### src/rtl/mtx_row_accum.sv
// Row-reduce a 4x4 product matrix and accumulate saturating row totals over a
// group closed by i_last; the group result is offered on a valid/ready output.
module mtx_row_accum #(
  parameter int W     = 8,
  parameter int ACC_W = 24
) (
  input  logic                  clk,
  input  logic                  rstn,
  input  logic                  i_valid,
  output logic                  o_ready,
  input  logic [16*2*W-1:0]     i_mtx_m,
  input  logic                  i_last,
  output logic                  o_valid,
  input  logic                  i_ready,
  output logic [4*ACC_W-1:0]    o_row_sum,
  output logic [3:0]            o_ovf,
  output logic [7:0]            o_cnt
);
  localparam int P   = 2 * W;
  localparam int S   = P + 2;
  localparam int AW1 = ACC_W + 1;

  logic               stall;
  logic               accept;
  logic               s2_fire;
  logic               load;

  logic [S-1:0]       row_sum   [4];
  logic [S-1:0]       s1_sum_q  [4];
  logic               s1_valid_q;
  logic               s1_last_q;

  logic [ACC_W-1:0]   acc_q     [4];
  logic [ACC_W-1:0]   acc_d     [4];
  logic [AW1-1:0]     wide      [4];
  logic [3:0]         ovf_q, ovf_d;
  logic [7:0]         cnt_q, cnt_d;

  logic               o_valid_q;
  logic [4*ACC_W-1:0] row_sum_q;
  logic [3:0]         ovf_out_q;
  logic [7:0]         cnt_out_q;

  assign stall   = o_valid_q && !i_ready;
  assign o_ready = !stall;
  assign accept  = i_valid && o_ready;
  assign s2_fire = s1_valid_q && !stall;
  assign load    = s2_fire && s1_last_q;

  assign o_valid   = o_valid_q;
  assign o_row_sum = row_sum_q;
  assign o_ovf     = ovf_out_q;
  assign o_cnt     = cnt_out_q;

  // Two guard bits make the four-product sum lossless.
  always_comb begin
    for (int unsigned r = 0; r < 4; r++) begin
      row_sum[r] = '0;
      for (int unsigned c = 0; c < 4; c++) begin
        row_sum[r] = row_sum[r] + S'(i_mtx_m[P*(4*r+c) +: P]);
      end
    end
  end

  always_comb begin
    ovf_d = ovf_q;
    for (int unsigned r = 0; r < 4; r++) begin
      wide[r] = {1'b0, acc_q[r]} + AW1'(s1_sum_q[r]);
      if (wide[r][ACC_W]) begin
        acc_d[r] = '1;
        ovf_d[r] = 1'b1;
      end else begin
        acc_d[r] = wide[r][ACC_W-1:0];
      end
    end
    cnt_d = (cnt_q == 8'hFF) ? cnt_q : cnt_q + 8'd1;
  end

  always_ff @(posedge clk or negedge rstn) begin
    if (!rstn) begin
      s1_valid_q <= 1'b0;
      s1_last_q  <= 1'b0;
      for (int unsigned r = 0; r < 4; r++) begin
        s1_sum_q[r] <= '0;
        acc_q[r]    <= '0;
      end
      ovf_q     <= '0;
      cnt_q     <= '0;
      o_valid_q <= 1'b0;
      row_sum_q <= '0;
      ovf_out_q <= '0;
      cnt_out_q <= '0;
    end else begin
      if (!stall) begin
        s1_valid_q <= accept;
        if (accept) begin
          s1_sum_q  <= row_sum;
          s1_last_q <= i_last;
        end
      end

      // A closing beat publishes the updated totals and restarts the group.
      if (s2_fire) begin
        if (s1_last_q) begin
          for (int unsigned r = 0; r < 4; r++) begin
            row_sum_q[ACC_W*r +: ACC_W] <= acc_d[r];
            acc_q[r]                    <= '0;
          end
          ovf_out_q <= ovf_d;
          cnt_out_q <= cnt_d;
          ovf_q     <= '0;
          cnt_q     <= '0;
        end else begin
          acc_q <= acc_d;
          ovf_q <= ovf_d;
          cnt_q <= cnt_d;
        end
      end

      if (load) begin
        o_valid_q <= 1'b1;
      end else if (o_valid_q && i_ready) begin
        o_valid_q <= 1'b0;
      end
    end
  end

endmodule

### config.mk
export PLATFORM = sky130hd
export DESIGN_NAME = mtx_row_accum
export DESIGN_NICKNAME = d
export VERILOG_FILES = /design/src/rtl/mtx_row_accum.sv
export SDC_FILE = /design/constraint.sdc
export NUM_CORES = 1
export LEC_CHECK = 0
export ABC_AREA = 1
export CAP_MARGIN = 40
export CORE_ASPECT_RATIO = 1.2
export CORE_MARGIN = 2
export CORE_UTILIZATION = 45
export CTS_CLUSTER_DIAMETER = 30
export DETAILED_ROUTE_END_ITERATION = 10
export PLACE_DENSITY = 0.76
export RECOVER_POWER = 25
export SYNTH_ARGS = -nofsm -noshare
export SYNTH_HDL_FRONTEND = slang
export SYNTH_SLANG_ARGS = --single-unit
### constraint.sdc
create_clock -name clk -period 3.6 [get_ports clk]
set_input_delay 0.54 -clock clk [delete_from_list [all_inputs] [get_ports clk]]
set_output_delay 0.54 -clock clk [all_outputs]
set_load 0.1 [all_outputs]
# Yosys cells after proc, flatten, opt, wreduce, memory -nomap -nowiden
# Cells that the tools add are included.
[totals]
ff_bits = 291
word_cells = 59
in_bits = 261
[op_classes]
n_mux = 14
n_reduce_logical = 10
add_sub_neg = 17
n_eq_ne = 1
n_bitwise = 1
[op_table]
columns = ["operator", "count"]
rows = [
  ["adder 24 x 18 -> 25 bit", 4],
  ["2-to-1 mux 24 bit", 4],
  ["2-to-1 mux 96 bit", 1],
  ["adder 17 x 16 -> 18 bit", 4],
  ["adder 18 x 16 -> 18 bit", 4],
  ["adder 16 x 16 -> 17 bit", 4],
  ["2-to-1 mux 8 bit", 2],
  ["adder 8 x 1 -> 8 bit, second input constant", 1],
  ["equality test 8 bit, second input constant", 1],
  ["2-to-1 mux 1 bit", 6],
  ["logical AND 1 bit", 5],
  ["2-to-1 mux 4 bit", 1],
  ["AND reduction 2 bit", 2],
  ["logical NOT 1 bit", 2],
  ["nonzero test 2 bit", 1],
  ["inverter 1 bit", 1],
]

# Depth between registers and ports, before layout
[logic_depth]
word_depth = 6
depth_mapped = 15
mapped_depth_nobuf = 15

# Least setup slack after synthesis
# Ideal clock, no wire load.
[synth_timing]
kind = "in2reg"
startpoint = "in i_mtx_m[129]"
endpoint = "reg s1_sum_q[33] (netlist bit)"
setup_ns = 0.118
slack_ns = 0.443
stages = 15
t_arrival_ns = 3.039
path_cell_list = "inv_1 fa_1 fa_1 inv_1 ha_1 inv_1 fa_1 o21ai_0 nand2_1 nand2_1 nand3_1 nand2_1 nand2_1 nand3_1 nand2_1"
[synth_between]
elab_chain_cells = 3
[synth_lines]
columns = ["element", "line", "text"]
rows = [
  ["start: declaration", "11", "input logic [16*2*W-1:0] i_mtx_m,"],
  ["adder 16 x 16 -> 17 bit", "60", "row_sum[r] = row_sum[r] + S'(i_mtx_m[P*(4*r+c) +: P]);"],
  ["adder 17 x 16 -> 18 bit", "60", ""],
  ["adder 18 x 16 -> 18 bit", "60", ""],
  ["end signal: assignment", "97", "s1_sum_q <= row_sum;"],
  ["end: declaration", "29", "logic [S-1:0] s1_sum_q [4];"],
]
# Every way passes these cells.
# A chain may end at the register's enable or synchronous reset.

# Worst setup path in the final report
# Same ends and word-level chain as after synthesis.

==> key figures <==
Run
  – Max-cap violations: 3

Worst setup path
  – Critical Path Fanout Max: 4
  – Worst path required time: 4.08 ns
  – Critical-path cell list: clkdlybuf4s50_1 -> inv_1 -> fa_1 -> fa_1 -> inv_1 -> ha_1 -> inv_1 -> fa_1 -> o21ai_0 -> nand2_1 -> nand2_1 -> nand3_1 -> nand2_1 -> nand2_1 -> nand3_1 -> nand2_1
  – Startpoint types: primary input
  – Max stage delay on crit path: 0.59 ns
  – Crit path kind: primary input to flip-flop
  – Crit path arrival time: 3.78 ns
  – R2R Setup Slk: 0.79 ns
  – Top cell by count, worst path: nand2_1
  – Slowest stage cell, crit path: fa_1
  – Critical path endpoint category: flip-flop

STA
  – Measured slew at the worst slew-check pin: 1.852 ns
  – RSZ-0062 raised after global routing: false
  – Hold_ws: about 0.42 ns
  – FMAX: around 300 MHz
  – Max Transition Viols Final: about 210
  – Endpoints failing hold: 0
  – Slew Limit Headroom: -23.45%
  – Tcrit/Tclk final: 91.49%
  – Final setup skew: 0.02082 ns
  – Minimum clock period: 3.294 ns
  – Final count of negative-setup-slack endpoints: 0

Place
  – Placed Cells: 4743
  – Placed cell areas: between 30000 and 40000 um2
  – Gp weighted congestion: around 0.94
  – Final HPWL DP: 57.84 mm
  – Port bufs: 370

Die
  – Starting Density: 45.66%
  – Die area: around 57000 um2
  – Core area: 53880 um2
  – Die Wd: 217.4 um
  – I/O Pins: 371
  – Die H: approximately 260 um
  – Rows: 93

Drt
  – WL/cell: 15.03 um
  – DR vias: 23650
  – Remaining DRCs: 0
  – Drt first pass iters: 6
  – Post-DRT Antenna Nets: 0
  – Drt via density: 4.874
  – DR iter-0 viols: 1259
  – Routed wire length: 72.94 mm

Global routing
  – Initial antenna violation count: 1
  – Grt ovf: 0
  – Largest net degree at the start of global routing: around 100
  – First-pass GRT wire length: about 120 mm
  – Number of global-route vias before repair: 24530
  – GRT Total Usage: between 20% and 30%

Yosys
  – Yosys reg bits: 291
  – Yosys top cell by area: dfrtp_1
  – Sequential fraction of the synthesis area: between 20% and 30%
  – Post-synth EDFFs: 0
  – Async set or reset register ratio after synthesis: 100.0%
  – Synth top area cells: dfrtp_1 (30%), nand2_1 (22%), fa_1 (11%)
  – Synth warn: 0
  – Post-synth top area share: 29.60%
  – Syn_area_per_cell: just under 7 um2
  – Top FF cell, synth: dfrtp_1
  – Mapped Nets: 4121
  – Syn Inst Count: 3587
  – Cell Area, Synth: 24600 um2
  – Unique masters post-synth: 43

Layout
  – Share of cells above drive strength 1: 8.529%
  – Nets: about 4600
  – Cell area after layout: 33340 um2
  – Final Non-Filler Cells: a little under 5000
  – Finished Core Util: between 60% and 70%
  – Synthesis-to-finish area growth: 35.54%

CTS
  – Clock root buffer: clkbuf_16
  – CTS Buffer Depth: 3
  – CTS tree: yes
  – Num CTS Buffers: 57
  – Post-CTS sizing: 0
  – Clk sink count: 291
  – Htree depth: 2
  – Clock Latency Late Sink: about 0.6 ns
  – Clk pin slew, worst setup/hold paths: 0.06 ns

Power and ir drop
  – Max VDD drop: 0.7619 mV
  – Pwr dens: between 800 and 900 nW/um2
  – Leakage: 0.01854 uW

Status
  – Failing checks: capacitance limit, slew limit
  – Status: finished with violations

Hold path
  – Hold WC Path Type: primary input to async pin
-- cells in the mapped netlist (2+ instances only) --
master and count:
nor2_4 5, a31oi_1 9, buf_4 2, nor2_1 171, o22ai_1 3, o21ai_0 83
buf_6 7, nand3_2 36, a21oi_1 114, inv_1 694, inv_2 18, nand3_1 182
o21bai_1 2, xnor2_1 41, dfrtp_1 291, o21a_1 8, a21o_1 2, or2_1 6
nor3_2 3, a21oi_2 2, fa_1 132, nand3b_1 17, clkbuf_1 33, or2_2 13
and2_1 4, xor2_1 14, nand2_2 23, nor2_2 6, buf_1 3, buf_2 22
nand2_1 1435, ha_1 141, nor3_1 4, a22o_1 4, o211ai_1 2, nand4_1 31
o21ai_1 18
-- worst max-delay path: cells and delay by family --
family | cells | cell delay (ns)
compound gates | 1 | 0.32
fa+ha+maj | 4 | 1.64
buf+inv | 4 | 0.66
simple gates | 7 | 0.63
-- path summary, 6_finish.rpt --
check,start,end,cells after the start
hold / removal,rstn,o_row_sum[24],2
setup reg to reg,s1_sum_q[18],o_row_sum[64],13
hold reg to reg,o_row_sum[48],o_row_sum[48],2
max in group asynchronous,rstn,s1_sum_q[33],3
min in group clk,o_row_sum[48],o_row_sum[48],2
setup / recovery,i_mtx_m[129],s1_sum_q[33],16
-- stage by stage --
step | total power (uW) | TNS [ns] | setup WS [ns]
final | 28390 | 0 | 0.3063
after global routing | 30470 | 0 | 0.08714
after CTS | 28490 | 0 | 0.3297
after detailed placement | 23170 | -1.559 | -0.2784
after global placement | 20900 | -0.5448 | -0.1596
after floorplan | 16770 | 0 | 0.4432
-- where the power goes --
| part | switching, uW | internal (uW) | total, uW |
|---|---|---|---|
| sequential | 906 | 4460 | 5360 |
| combinational | 11300 | 6600 | 17900 |
| clock | 1930 | 3220 | 5150 |
| total | 14100 | 14300 | 28400 |
-- cell families after synthesis --
group	after synthesis	share of synthesized area, %
simple gates	1938	32.80
fa+ha+maj	273	17.91
xor+xnor	55	1.958
compound gates	249	5.401
flops	291	29.60
buf+inv	781	12.32
-- cells in the final DEF (no fill, tap or decap), types with 14 or more instances in the layout --
cell / synthesis / routed
nand4_1: 31 / 31
clkdlybuf4s50_1: 0 / 368
buf_8: 1 / 56
o21ai_1: 18 / 18
inv_1: 694 / 694
nand2_1: 1435 / 1434
nand3b_1: 17 / 17
dfrtp_1: 291 / 291
nand3_2: 36 / 36
a21oi_1: 114 / 114
xnor2_1: 41 / 41
nand3_1: 182 / 182
buf_4: 2 / 29
inv_2: 18 / 17
fa_1: 132 / 132
nand2_2: 23 / 21
o21ai_0: 83 / 83
clkbuf_16: 0 / 58
ha_1: 141 / 141
nor2_1: 171 / 170
buf_16: 0 / 54
xor2_1: 14 / 14
-- per-layer routing --
layer / track usage, % / vias to the layer above / share of wire (%)
li1: - / 11860 / -
met1: 30.77 / 10930 / 40
met2: 48.66 / 663 / 51
met3: 3.953 / 198 / 4.5
met4: 10.75 / 0 / 4.3
met5: 0 / - / 0
-- flip-flops by register name, summed over array words and instances (netlist names) --
register and cells:
acc_q 96, o_row_sum 96, s1_sum_q 72, cnt_q 8, o_cnt 8, o_ovf 4, ovf_q 4, o_valid 1
s1_last_q 1, s1_valid_q 1
-- what timing repair did --
item | in CTS | in global routing
hold buffers | 1 | 0
endpoints found under the hold margin | 40 | 0
setup buffers | 0 | 0
-- cell type report --
class / instances / area, um2
Tap cell: 712 / 890.9
Clock inverter: 36 / 329.1
Antenna cell: 1 / 2.502
Multi-Input combinational cell: 2515 / 14310
Clock buffer: 71 / 1540
Timing Repair Buffer: 514 / 6314
Fill cell: 4688 / 20530
Inverter: 712 / 2674
Sequential cell: 291 / 7282
(Power assumes the default switching activity.)
